$ cat src/rtl/sw_debounce_sync.sv
// -----------------------------------------------------------------------------
// sw_debounce_sync
//   Conditions the raw board slide switches before they reach the 4-bit adder
//   and LED display path. Each switch bit is synchronised into the clk domain
//   by a two-flop chain. It is then debounced on its own, and only settled
//   levels are presented on sw_stable. Registered edge pulses tell downstream
//   logic when a settled level has changed.
//
// Ports
//   clk         in   1      system clock, all state on the rising edge
//   reset       in   1      asynchronous, active-high; clears all state at once
//   sw_raw      in   WIDTH  raw switch levels, asynchronous to clk, may bounce
//   sw_stable   out  WIDTH  debounced levels ([3:0] -> adder a, [7:4] -> adder b)
//   sw_rise     out  WIDTH  1-cycle pulse per bit whose sw_stable went 0->1
//   sw_fall     out  WIDTH  1-cycle pulse per bit whose sw_stable went 1->0
//   sw_changed  out  1      1-cycle pulse, OR of all rise/fall bits that cycle
//
// Parameters
//   WIDTH            number of switch bits conditioned
//   DEBOUNCE_CYCLES  consecutive cycles a new level must hold (>= 2)
//   CNT_W            counter width, 2**CNT_W > DEBOUNCE_CYCLES-1
// -----------------------------------------------------------------------------
module sw_debounce_sync #(
  parameter int WIDTH           = 8,
  parameter int DEBOUNCE_CYCLES = 1000000,
  parameter int CNT_W           = 20
) (
  input  logic             clk,
  input  logic             reset,
  input  logic [WIDTH-1:0] sw_raw,
  output logic [WIDTH-1:0] sw_stable,
  output logic [WIDTH-1:0] sw_rise,
  output logic [WIDTH-1:0] sw_fall,
  output logic             sw_changed
);

  // Terminal count. A mismatch seen while the counter holds this value is the
  // DEBOUNCE_CYCLES-th consecutive mismatch, so the bit flips on that edge.
  localparam logic [CNT_W-1:0] CNT_LAST = CNT_W'(DEBOUNCE_CYCLES - 1);

  logic [WIDTH-1:0] sync1;
  logic [WIDTH-1:0] sync2;
  logic [CNT_W-1:0] cnt [WIDTH];

  logic [WIDTH-1:0] mismatch;
  logic [WIDTH-1:0] at_last;
  logic [WIDTH-1:0] flip;

  // Per-bit decode of the current state. Only sync2 feeds the logic, so sw_raw
  // has no combinational path to any output.
  always_comb begin
    // NOTE: every always_comb output gets a default first, so no path can leave a latch behind.
    at_last = '0;
    for (int i = 0; i < WIDTH; i++) begin
      at_last[i] = (cnt[i] == CNT_LAST);
    end
    mismatch = sync2 ^ sw_stable;
    flip     = mismatch & at_last;
  end

  // NOTE: sequential state uses non-blocking assignments only, so each register reads pre-edge values.
  always_ff @(posedge clk or posedge reset) begin
    if (reset) begin
      sync1      <= '0;
      sync2      <= '0;
      sw_stable  <= '0;
      sw_rise    <= '0;
      sw_fall    <= '0;
      sw_changed <= 1'b0;
      // NOTE: the counter array is ordinary flops and not a RAM, so it is reset like any other state.
      for (int i = 0; i < WIDTH; i++) begin
        cnt[i] <= '0;
      end
    end else begin
      sync1 <= sw_raw;
      sync2 <= sync1;

      // A match, a bounce back, or a completed flip restarts the count.
      // For this reason the counter never runs past CNT_LAST.
      for (int i = 0; i < WIDTH; i++) begin
        if (!mismatch[i] || at_last[i]) begin
          cnt[i] <= '0;
        end else begin
          cnt[i] <= cnt[i] + 1'b1;
        end
      end

      // A flipping bit takes the sync2 level. The pulses are rebuilt on every
      // edge, so each one lasts exactly one cycle.
      sw_stable  <= sw_stable ^ flip;
      sw_rise    <= flip & sync2;
      sw_fall    <= flip & ~sync2;
      sw_changed <= |flip;
    end
  end

endmodule
$ cat config.mk
export PLATFORM = sky130hd
export DESIGN_NAME = sw_debounce_sync
export DESIGN_NICKNAME = d
export VERILOG_FILES = /design/src/rtl/sw_debounce_sync.sv
export SDC_FILE = /design/constraint.sdc
export NUM_CORES = 1
export LEC_CHECK = 0
export ABC_AREA = 1
export CORE_MARGIN = 2
export CORE_UTILIZATION = 30
export CTS_CLUSTER_DIAMETER = 50
export DETAILED_ROUTE_END_ITERATION = 8
export PLACE_DENSITY = 0.51
export SYNTH_ARGS = -nofsm -noshare
export SYNTH_HDL_FRONTEND = slang
export SYNTH_SLANG_ARGS = --single-unit
$ cat constraint.sdc
create_clock -name clk -period 12.31 [get_ports clk]
set_input_delay 1.8465 -clock clk [delete_from_list [all_inputs] [get_ports clk]]
set_output_delay 1.8465 -clock clk [all_outputs]
set_load 0.01 [all_outputs]
==> metrics.txt <==
status completed; Critical Path Source reset; worst-margin pin slew 0.9957 ns; M3 GR Usage 2.208%; worst hold slack 0.3421 ns; DRT antenna net count 0; Crit Path Category input pin to asynchronous set/reset pin; syn_area_per_cell 7.894 sq um; Initial Util 30.27%; pre-CTS setup slack 8.164 ns; busiest grt layer met2; worst setup margin 8.876 ns; CTS root buf clkbuf_16; max-slew violations 0; post_cts resized 0; flop2flop setup slack 10.28 ns; met1 global-route usage 17.73%; Sink Count 201; # hold bufs at CTS 0; H-tree levels 1; via count 8160; Crit path largest cell delay 0.86 ns; Die Area 36190 sq um; first-pass GRT wire length 38410 um; CP bufs+invs 3; clk_skew 0.01673 ns; CP Depth 3; RSZ-0062 raised after global routing false; worst vdd ir 0.1298 mV; synth top area cells dfrtp_1 (48%), nor2_1 (12%), nand2_1 (10%), inv_1 (4.7%), xor2_1 (4.4%); CTS tree built; vias in the first global route 7993; HP Class flop to flop; grt met2 use 19.88%; setup violators final 0; row count 68; Finished Cell Area 12290 sq um; number of port buffers 34; nets 1394; Tmin final 3.434 ns; Hold Vio Cnt, Final 0; R2R depth 6; final wirelength 21600 um; gr usage total 12.52%; Inserted Clock Buffers 30; WP data required 12.83 ns; Ys Warns 0; fin crit share 27.90%; TNS Setup 0 ns; Seq/Total Area, Yosys 48.35%; syn_nets 1336; pwr/cell area 131.3 nW/um^2; initial antenna violation count 0; Die Wd 190.2 um; type of element capturing the critical path asynchronous set/reset pin; Post-CTS Setup Inserts 0; fin cells 1852; DR vias/cell 4.406; LEAKAGE 5.080 nW; worst r2r src cnt[40]; kind of cell adding the most delay to the critical path buffers and inverters; mapped cell area 10400 sq um; area leader, netlist dfrtp_1; Die Y 190.2 um; Synth top area share 48.35%; Critical Path, Cell by Cell clkdlybuf4s50_1, inv_8, buf_4; Clock Pin Slew Worst Setup and Hold Paths 0.05 ns; WL/cell 11.66 um; largest net degree at the start of global routing 125; # fillers 3632; Crit-path slowest cell buf_4; Highest Clock Rate 0.2912 GHz; I/O pins 35; Worst slew margin 33.62%; Area after DPL 11230 sq um; Worst Setup EP cnt[149]; Remaining Overflow, GRT 0; Max Fanout on Critical Path 124; Tot Pwr 1.615 mW; Finished Core Util 35.76%; clk buf depth 3; Diodes inserted 0; CP arrival 3.95 ns; synthesized flop and latch total 201; Netlist cell types 34; worst skew pair latency 0.54 ns; DRC violations left 0; max_cap viols 0; worst flop-to-flop path endpoint cnt[57]; RePlAce Congestion 0.8162; proportion of layout cells with a drive suffix above 1 7.373%; DP HPWL 15030 um; area grow syn2layout 18.15%; First-pass DRT Iterations 4; Cells after Synth 1318; Worst Setup Start Kind input pin; core area 34370 sq um; Worst Hold Path Cells 0; cell total after placement 1799; Starting DRT DRC Count 452
==> cells in the mapped netlist (all sizes together) <==
master,n
a31oi,2
and3,1
o31ai,1
nand3b,2
dfrtp,201
nand3,103
buf,9
nor4,1
xnor2,13
ha,8
nor3,78
inv,131
a21oi,17
nor2,336
nand4,25
o21bai,7
nand2,292
o21ai,14
or2,3
xor2,54
nor2b,1
nor3b,19
==> area by class of cell <==
cell class / count / area [sq um] / share of cell area, %
Clock buffer: 40 / 859.6 / 6.993
Timing Repair Buffer: 35 / 347.8 / 2.830
Tap cell: 455 / 569.3 / 4.632
Clock inverter: 13 / 201.4 / 1.639
Multi-Input combinational cell: 977 / 4785 / 38.93
Sequential cell: 201 / 5030 / 40.92
Inverter: 131 / 499.2 / 4.061
==> layer usage <==
metal | vias up | share of wire, %
met3 | 25 | 3.7
li1 | 4296 | -
met5 | - | 0
met4 | 0 | 1.7
met2 | 100 | 44
met1 | 3739 | 50
==> logic make-up after synthesis <==
family / count (synthesis) / share of synthesized area [%]
AOI/OAI and AO/OA: 41 / 2.189
DFF: 201 / 48.35
buffers and inverters: 140 / 5.664
xor gates and xnor gates: 67 / 5.785
and+or+nand+nor: 861 / 37.05
adders and majority gates: 8 / 0.9622
==> power by group <==
part	switching, mW	internal [mW]	leakage (nW)
registers	0.00835	0.670	2.75
clock network	0.305	0.590	0.526
logic	0.0301	0.0104	1.80
total	0.343	1.27	5.08
==> flip-flops by register name (all words and copies together) (netlist names), named ones only <==
name / count
sw_fall: 8
sync2: 8
sync1: 8
sw_changed: 1
cnt: 160
sw_rise: 8
==> placed cells by master, fill, tap and decap left out, drive strengths merged, types with 2 or more instances in the layout <==
cell           count
nand4             25
a31oi              2
nor3              78
nor3b             19
xnor2             13
o21bai             7
clkdlybuf4s50     34
clkinv             6
nor2             336
inv              133
dfrtp            201
nand3            103
or2                3
nand2            292
xor2              54
bufinv             5
a21oi             17
o21ai             14
clkbuf            40
nand3b             2
ha                 8
==> worst min-delay path by stage <==
stage          slack, ns  startpoint  endpoint
6_report            0.34    sync1[1]  sync2[1]
3_3_place_gp        0.33    sync1[0]  sync2[0]
2_1_floorplan       0.33    sync1[0]  sync2[0]
3_5_place_dp        0.34    sync1[0]  sync2[0]
4_1_cts             0.35    sync1[1]  sync2[1]
5_1_grt             0.35    sync1[1]  sync2[1]
Note: power is estimated with default switching activity, not from simulation.
